[src/rtl/fir_stim_capture.sv]
// Stimulus source and response capture for the FIR pin interface.
// Drives one DEPTH-sample pattern per run, records the FIR response into a
// DEPTH-entry buffer, then lets a host pop the captured words one per cycle.
module fir_stim_capture #(
    parameter int unsigned BW_in  = 6,
    parameter int unsigned BW_out = 8,
    parameter int unsigned DEPTH  = 16,
    parameter int unsigned LAT    = 1
) (
    input  logic              clk,
    input  logic              rst_n,
    input  logic              start,
    input  logic [1:0]        mode,
    input  logic [BW_in-1:0]  amp,
    output logic [BW_in-1:0]  x_out,
    input  logic [BW_out-1:0] y_in,
    output logic              busy,
    output logic              done,
    input  logic              rd_en,
    output logic [BW_out-1:0] rd_data,
    output logic              rd_valid,
    output logic              rd_empty
);

    localparam int unsigned KW  = $clog2(DEPTH);
    localparam int unsigned PW  = KW + 1;
    localparam int unsigned FCW = (LAT > 1) ? $clog2(LAT) : 1;

    localparam logic [KW-1:0] K_LAST    = KW'(DEPTH - 1);
    localparam logic [PW-1:0] P_FULL    = PW'(DEPTH);
    localparam logic [7:0]    LFSR_SEED = 8'h01;

    localparam logic [1:0] M_IMPULSE = 2'd0;
    localparam logic [1:0] M_STEP    = 2'd1;
    localparam logic [1:0] M_LFSR    = 2'd2;

    typedef enum logic [1:0] {
        S_IDLE  = 2'd0,
        S_DRIVE = 2'd1,
        S_FLUSH = 2'd2,
        S_DONE  = 2'd3
    } state_t;

    state_t              r_state, w_state_nxt;
    logic [KW-1:0]       r_k, w_k_nxt;
    logic [FCW-1:0]      r_fc, w_fc_nxt;
    logic [7:0]          r_lfsr, w_lfsr_nxt;
    logic [1:0]          r_mode, w_mode_nxt;
    logic [BW_in-1:0]    r_amp, w_amp_nxt;
    logic [PW-1:0]       r_wp, w_wp_nxt;
    logic [PW-1:0]       r_rp, w_rp_nxt;
    logic [BW_in-1:0]    w_x_nxt;
    logic                w_we;
    logic                w_pop;
    logic [BW_out-1:0]   r_buf [DEPTH];

    // Maximal-length 8-bit Fibonacci LFSR advance.
    function automatic logic [7:0] f_lfsr_step(input logic [7:0] l);
        return {l[6:0], l[7] ^ l[5] ^ l[4] ^ l[3]};
    endfunction

    // Pattern sample k for the selected mode.
    function automatic logic [BW_in-1:0] f_sample(
        input logic [1:0]       m,
        input logic [BW_in-1:0] a,
        input logic [KW-1:0]    k,
        input logic [7:0]       l
    );
        logic [BW_in-1:0] v;
        v = BW_in'(k);
        case (m)
            M_IMPULSE: v = (k == '0) ? a : '0;
            M_STEP:    v = a;
            M_LFSR:    v = BW_in'(l);
            default:   v = BW_in'(k);
        endcase
        return v;
    endfunction

    // Next-state, pattern generation, capture and pop decisions.
    always_comb begin
        w_state_nxt = r_state;
        w_k_nxt     = r_k;
        w_fc_nxt    = r_fc;
        w_lfsr_nxt  = r_lfsr;
        w_mode_nxt  = r_mode;
        w_amp_nxt   = r_amp;
        w_wp_nxt    = r_wp;
        w_rp_nxt    = r_rp;
        w_x_nxt     = '0;
        w_we        = 1'b0;
        w_pop       = 1'b0;

        case (r_state)
            S_IDLE, S_DONE: begin
                if (start) begin
                    // start has priority over a same-cycle pop
                    w_state_nxt = S_DRIVE;
                    w_mode_nxt  = mode;
                    w_amp_nxt   = amp;
                    w_k_nxt     = '0;
                    w_wp_nxt    = '0;
                    w_rp_nxt    = '0;
                    w_x_nxt     = f_sample(mode, amp, '0, LFSR_SEED);
                    w_lfsr_nxt  = f_lfsr_step(LFSR_SEED);
                end else if (r_state == S_DONE && rd_en && r_rp != P_FULL) begin
                    w_pop    = 1'b1;
                    w_rp_nxt = r_rp + PW'(1);
                end
            end
            S_DRIVE: begin
                // the response to sample 0 appears LAT cycles into the run
                w_we = (32'(r_k) >= LAT);
                if (r_k == K_LAST) begin
                    w_state_nxt = S_FLUSH;
                    w_fc_nxt    = '0;
                end else begin
                    w_k_nxt    = r_k + KW'(1);
                    w_x_nxt    = f_sample(r_mode, r_amp, r_k + KW'(1), r_lfsr);
                    w_lfsr_nxt = f_lfsr_step(r_lfsr);
                end
            end
            S_FLUSH: begin
                w_we = 1'b1;
                if (32'(r_fc) == LAT - 1) begin
                    w_state_nxt = S_DONE;
                end else begin
                    w_fc_nxt = r_fc + FCW'(1);
                end
            end
            default: w_state_nxt = S_IDLE;
        endcase

        // never write past the last entry
        if (r_wp == P_FULL) begin
            w_we = 1'b0;
        end
        if (w_we) begin
            w_wp_nxt = r_wp + PW'(1);
        end
    end

    // State, counters and registered outputs.
    always_ff @(posedge clk or negedge rst_n) begin
        if (!rst_n) begin
            r_state  <= S_IDLE;
            r_k      <= '0;
            r_fc     <= '0;
            r_lfsr   <= LFSR_SEED;
            r_mode   <= '0;
            r_amp    <= '0;
            r_wp     <= '0;
            r_rp     <= '0;
            x_out    <= '0;
            busy     <= 1'b0;
            done     <= 1'b0;
            rd_data  <= '0;
            rd_valid <= 1'b0;
            rd_empty <= 1'b1;
        end else begin
            r_state  <= w_state_nxt;
            r_k      <= w_k_nxt;
            r_fc     <= w_fc_nxt;
            r_lfsr   <= w_lfsr_nxt;
            r_mode   <= w_mode_nxt;
            r_amp    <= w_amp_nxt;
            r_wp     <= w_wp_nxt;
            r_rp     <= w_rp_nxt;
            x_out    <= w_x_nxt;
            busy     <= (w_state_nxt == S_DRIVE) || (w_state_nxt == S_FLUSH);
            done     <= (w_state_nxt == S_DONE);
            rd_valid <= w_pop;
            rd_empty <= (w_state_nxt != S_DONE) || (w_rp_nxt == P_FULL);
            if (w_pop) begin
                rd_data <= r_buf[r_rp[KW-1:0]];
            end
        end
    end

    // Capture buffer; contents are don't-care until written by a run.
    always_ff @(posedge clk) begin
        if (w_we) begin
            r_buf[r_wp[KW-1:0]] <= y_in;
        end
    end

endmodule

[config.mk]
export PLATFORM = sky130hd
export DESIGN_NAME = fir_stim_capture
export DESIGN_NICKNAME = d
export VERILOG_FILES = /design/src/rtl/fir_stim_capture.sv
export SDC_FILE = /design/constraint.sdc
export NUM_CORES = 1
export LEC_CHECK = 0
export ABC_AREA = 1
export BUFFER_PORTS_ARGS = -buffer_cell sky130_fd_sc_hd__buf_2
export CAP_MARGIN = 5
export CELL_PAD_IN_SITES_DETAIL_PLACEMENT = 0
export CELL_PAD_IN_SITES_GLOBAL_PLACEMENT = 1
export CORE_ASPECT_RATIO = 1.1
export CORE_MARGIN = 1
export CORE_UTILIZATION = 45
export CTS_CLUSTER_SIZE = 28
export DETAILED_ROUTE_END_ITERATION = 12
export GPL_TIMING_DRIVEN = 1
export PLACE_DENSITY_LB_ADDON = 0.05
export SYNTH_ARGS = -nofsm -noshare
export SYNTH_HDL_FRONTEND = slang
export SYNTH_SLANG_ARGS = --single-unit
[constraint.sdc]
create_clock -name clk -period 5.36 [get_ports clk]
set_input_delay 0.804 -clock clk [delete_from_list [all_inputs] [get_ports clk]]
set_output_delay 0.804 -clock clk [all_outputs]
set_load 0.05 [all_outputs]
# Word-level counts from Yosys, hierarchy flattened
# Memory sizes are Yosys's and may differ from the RTL's. A register that Yosys moved wholly into a read port is not among the register bits.
# Cells that the tools add are included.
dict set report totals {
  word_cells 91
  ramBits 128
  output_inout_bits 18
  inputBits 20
  memories 1
  reg_bits 43
}
dict set report op_classes {
  bitwise 3
  n_mux 32
  addsub 4
  reduce_logical 19
  n_eq_ne 18
  n_lt_le_gt_ge 1
}
# name depth width rd rd_clocked_by_memory_dff write_ports line_no
set mem_list {}
lappend mem_list {r_buf 16 8 1 1 1 55} ;# logic [BW_out-1:0] r_buf [DEPTH];
# operator count
set ops {}
lappend ops {{2-to-1 mux 5 bit} 6}
lappend ops {{one-hot mux 6 bit (2 select lines)} 2}
lappend ops {{2-to-1 mux 6 bit} 3}
lappend ops {{one-hot mux 6 bit (3 select lines)} 1}
lappend ops {{2-to-1 mux 8 bit} 2}
lappend ops {{one-hot mux 8 bit (2 select lines)} 1}
lappend ops {{== test 2 bit (second input constant)} 6}
lappend ops {{adder 5 x 1 -> 5 bit (second input constant)} 2}
lappend ops {{== test 5 bit (second input constant)} 2}
lappend ops {{== test 2 x 1 -> 1 bit (second input constant)} 4}
lappend ops {{2-to-1 mux 1 bit} 8}
lappend ops {{2-to-1 mux 4 bit} 2}
lappend ops {{!= test 2 bit (second input constant)} 4}
lappend ops {{one-hot mux 4 bit (2 select lines)} 1}
lappend ops {{nonzero test 2 bit} 4}
lappend ops {{zero test 2 bit} 3}
lappend ops {{2-to-1 mux 2 bit} 3}
lappend ops {{one-hot mux 2 bit (3 select lines)} 1}
lappend ops {{AND reduction 2 bit} 3}
lappend ops {{!= test 5 bit (second input constant)} 1}
lappend ops {{adder 4 x 1 -> 4 bit (second input constant)} 1}
lappend ops {{== test 4 bit (second input constant)} 1}
lappend ops {{>= comparator 4 x 1 -> 1 bit (second input constant)} 1}
lappend ops {{zero test 4 bit} 1}
lappend ops {{8 further kinds} 14}

# Logic depth before layout (Yosys ltp)
dict set report depth {
  ltp_word 8
  depth_mapped 16
  depth_no_buf 14
}

# Least setup slack after synthesis
# No wires, ideal clock.
dict set report synth_path {
  path_kind {reg-to-reg}
  from {reg r_state[0]}
  to {mem r_buf[3][0], enable pin}
  period_less_slack_ps 1963
  path_buffers 1
  setup_slack_ps 3397
  required_ps 4990
  setup_time_ps 370
  path_stages_with_launch 10
  t_arrival_ps 1592
  path_cell_list {dfrtp_1 inv_1 ha_1 clkbuf_1 inv_1 nand2_1 nand2_1 inv_2 nand2_1 nor2_1}
}
dict set report synth_via {
  elab_chain_cells 5
  elab_cells_between_ends 6
  cone_classes {eq/ne (2); mux (4)}
}
# element line_no
set synth_lines {}
lappend synth_lines {{from (decl)} 44} ;# state_t r_state, w_state_nxt;
lappend synth_lines {{from (signal assigned)} 161} ;# r_state <= w_state_nxt;
lappend synth_lines {{== test 2 bit or == test 2 x 1 -> 1 bit (tied branches)} 94} ;# case (r_state)
lappend synth_lines {{one-hot mux 1 bit (2 select lines) *} 94}
lappend synth_lines {{2-to-1 mux 1 bit *} 135} ;# if (r_wp == P_FULL) begin
lappend synth_lines {{2-to-1 mux 1 bit *} 182} ;# if (w_we) begin
lappend synth_lines {{2-to-1 mux 1 bit (not written as such) *} 183} ;# r_buf[r_wp[KW-1:0]] <= y_in;
lappend synth_lines {{to (decl)} 55}
# Every way passes the cells marked *; elsewhere a longest branch is shown, timed or not.

# Worst setup path after layout
dict set report layout_path {
  from {reg r_state[0]}
  to {reg r_lfsr[7]}
}
dict set report layout_via {
  elab_chain_cells 4
  elab_cells_between_ends 9
  cone_classes {eq/ne (4); mux (1); reduce/logical (4)}
}
# element line_no
set layout_lines {}
lappend layout_lines {{== test 2 bit or zero test 2 bit (tied branches)} 94}
lappend layout_lines {{OR reduction 2 bit} 94}
lappend layout_lines {{!= test 2 bit (no source line) or nonzero test 2 bit (tied branches)} --}
lappend layout_lines {{AND reduction 3 bit (no source line)} --}
lappend layout_lines {{to (signal assigned)} 164} ;# r_lfsr <= w_lfsr_nxt;
lappend layout_lines {{to (decl)} 47} ;# logic [7:0] r_lfsr, w_lfsr_nxt;
# Several ways; a longest one is shown, not always the timed one.
# A chain may end at the register's enable or synchronous reset.

==> metrics.yaml <==
route:
  drc: 0
  dr.pass1.iters: 5
  finalWirelength_um: 18700
  wl_per_cell_um: 19.6
  ant_nets: 0
  num_vias: 5112
  viasPerCell: 5.36
  drt_first_iter_violations: 284
die:
  die-area_um2: 17600
  rows: 49
  start_util_pct: 46.4
  dieHeight_um: 139
  boundaryPins: 38
  dieWidth_um: 127
  coreArea_um2: 16600
timing:
  finalCritPeriodShare_pct: 46.7
  slew_headroom_pct: 19.2
  tns_ns: 0
  drv_slew: 0
  finalHoldViolCount: 0
  min_period_ns: 2.51
  finClkSkew_ns: 0.00990
  setup_violations: 0
  fmax_mhz: 399
  tightestPinTransition_ns: 1.20
  final.setup.worst_slack_ns: 2.85
  whs_ns: 0.490
  rsz0062_at_grt: "false"
critical_path:
  slowest_stage: "nor3_1"
  critPathMaxStageDelay_ns: 0.95
  cp-endpoint: "r_lfsr[7]"
  crit_required_ns: 5.72
  worstSetupPathType: "reg -> reg"
  cpMostUsedCell: "inv_1"
  r2r_slack_ns: 2.85
  worstPathArrival_ns: 2.86
  timing.rr.end: "r_lfsr[7]"
  end_kind: "register"
  worstPathMaxFanout: 11
  r2r_start: "r_state[0]"
  rr_worst_depth: 7
  startpoint: "r_state[0]"
  start_kind: "register"
  worstPathCellList: "inv_1, ha_1, inv_1, nor2_4, nor3_1, nand3_1, nand2_1"
cts:
  cts.sinks: 178
  post-cts-setup-buffers: 0
  htreeDepth: 4
  holdBufCountCts: 0
  clk_latency_ns: 0.43
  cts-buffers-inserted: 17
  tritoncts: "built"
  root_buffer: "clkbuf_16"
  ctsResizeCount: 0
  cts_buffer_depth: 2
  clkSlewWorstSetupHoldPaths_ns: 0.07
logic_synthesis:
  yosysSeqAreaShare_pct: 66.3
  synthCells: 702
  synth.avg_cell_area_um2: 10.9
  synth_top_family_by_area: "simple AND/OR/NAND/NOR gates"
  synth_cell_types: 36
  synth_edf_count: 128
  yosys_warnings: 0
  synth_fa_ha_area_share_pct: 2.28
  ys_seq_elements: 178
  synthSimpleGateAreaFrac_pct: 14.6
  synth_compound_area_share_pct: 10.9
  synthTopCellsByCount: "128 x edfxtp_1, 108 x nor2_1, 100 x nand2_1"
  synth_xor_area_share_pct: 0.456
  ys.flop_type: "edfxtp_1"
  yosysTopAreaCellShare_pct: 50.0
  synth.area.top_cells: "edfxtp_1 50%, dfrtp_1 16%, nor2_1 5.3%, nand2_1 4.9%, o21ai_0 4.8%"
  synthMuxAreaShare_pct: 0
  synth_top_area_cell: "edfxtp_1"
  syn-num-nets: 736
  synthArstFlopShare_pct: 28.1
  synth.cell_area_um2: 7680
  synth_most_common_cell: "edfxtp_1"
power_and_ir_drop:
  p_sw_share_pct: 35.6
  intPower_mw: 2.82
  p_per_area_nw_per_um2: 510
  pwr-share-seq_pct: 40.8
  p_leak_nw: 3.39
  vdd.ir_drop.worst_uv: 252
  pwr-share-comb_pct: 29.8
  pwr-share-clk_pct: 29.4
  netSwitchingPower_mw: 1.56
layout:
  antenna_cells: 0
  layout.nets: 770
  area_delta_synth_final_pct: 11.9
  drive_gt1_share_pct: 11.9
place:
  gp_congestion: 0.827
  port_buffers: 37
  dp_slack_ns: 2.81
  dp_hpwl_um: 12400
global_route:
  grt_pass1_vias: 5091
  grt_use_total_pct: 22.5
  grt_overflow_total: 0
  grt_pass1_wl_um: 28700
  antenna_found_initial: 0
  grt_max_degree: 69
min_path:
  hp-class: "in -> async"
status:
  status: "finished, final reports clean"
flow_run:
  maxCapViolCount: 0
## area by class of cell
| class | count | area (um2) |
|---|---|---|
| Tap cell | 204 | 255 |
| Multi-Input combinational cell | 436 | 2170 |
| Sequential cell | 178 | 5100 |
| Fill cell | 1473 | 7960 |
| Clock buffer | 26 | 532 |
| Clock inverter | 6 | 88.8 |
| Timing Repair Buffer | 41 | 215 |
| Inverter | 62 | 235 |
## worst max-delay path: cells and delay by family, from the launching register on
kind / cells / cell delay, ns
and+or+nand+nor: 4 / 1.46
DFF: 1 / 0.37
adders and majority gates: 1 / 0.37
buffers and inverters: 2 / 0.21
## worst min-delay path by stage
stage	cells after the start	endpoint	slack, ns
detailed placement	2	r_lfsr[7]	0.52
CTS	2	x_out[4]	0.52
global placement	2	r_lfsr[7]	0.50
global route	2	x_out[4]	0.53
floorplan	2	r_lfsr[6]	0.45
finish	2	x_out[4]	0.49
## logic make-up after synthesis
logic type,count (synthesis)
flip-flops,178
AND/OR/NAND/NOR,265
buffers and inverters,88
XOR/XNOR,4
adder cells (fa/ha/maj),14
AO/OA/AOI/OAI,153
## power by group through the flow
stage                     clock (mW)  sequential, mW  combinational, mW
after CTS                       1.30            1.79               1.32
after detailed placement           0            1.81               1.32
after floorplan                    0            1.97              0.800
after global placement             0            1.81               1.31
final                           1.29            1.79               1.31
after global routing            1.36            1.80               1.45
## stage by stage
stage	std cells	instance area (um2)	power (mW)	util [%]
final	953	8590	4.38	51.9
after global routing	953	8590	4.61	51.9
after CTS	953	8590	4.41	51.9
after detailed placement	921	7970	3.13	48.2
after global placement	921	7970	3.12	48.2
after floorplan	702	7680	2.77	-
## placed cells by master (no fill, tap or decap), types with 2 or more instances in the layout
master and n:
edfxtp_1 128, nor2_1 108, nand2_1 100, o21ai_0 73, inv_1 56, dfrtp_1 47
buf_2 37, nand3_1 33, o22ai_1 30, o21ai_1 27, clkbuf_16 19, ha_1 14
a21oi_1 10, or2_2 8, o21a_1 8, nand4_1 6, clkbuf_1 4, buf_4 4
inv_2 3, nand3b_1 3, inv_4 3, xnor2_1 3, clkbuf_8 3, nor2_4 2
o21bai_1 2, clkinv_1 2, bufinv_16 2, dfstp_2 2
## flip-flops by register name, summed over array words and instances, names as in the netlist
| name | cells |
|---|---|
| busy | 1 |
| r_lfsr | 8 |
| r_k | 4 |
| r_buf | 128 |
| r_amp | 6 |
| done | 1 |
| rd_valid | 1 |
| x_out | 6 |
| r_mode | 2 |
| rd_data | 8 |
| rd_empty | 1 |
| r_state | 2 |
| r_rp | 5 |
| r_wp | 5 |
## layer usage
metal	vias to the layer above	part of all wire, %	track usage [%]
met1	2505	43	27.6
met4	0	1.9	7.04
met3	22	3.3	4.90
met5	-	0	0
li1	2482	-	-
met2	103	52	39.5
Power figures use the tool's default switching activity.
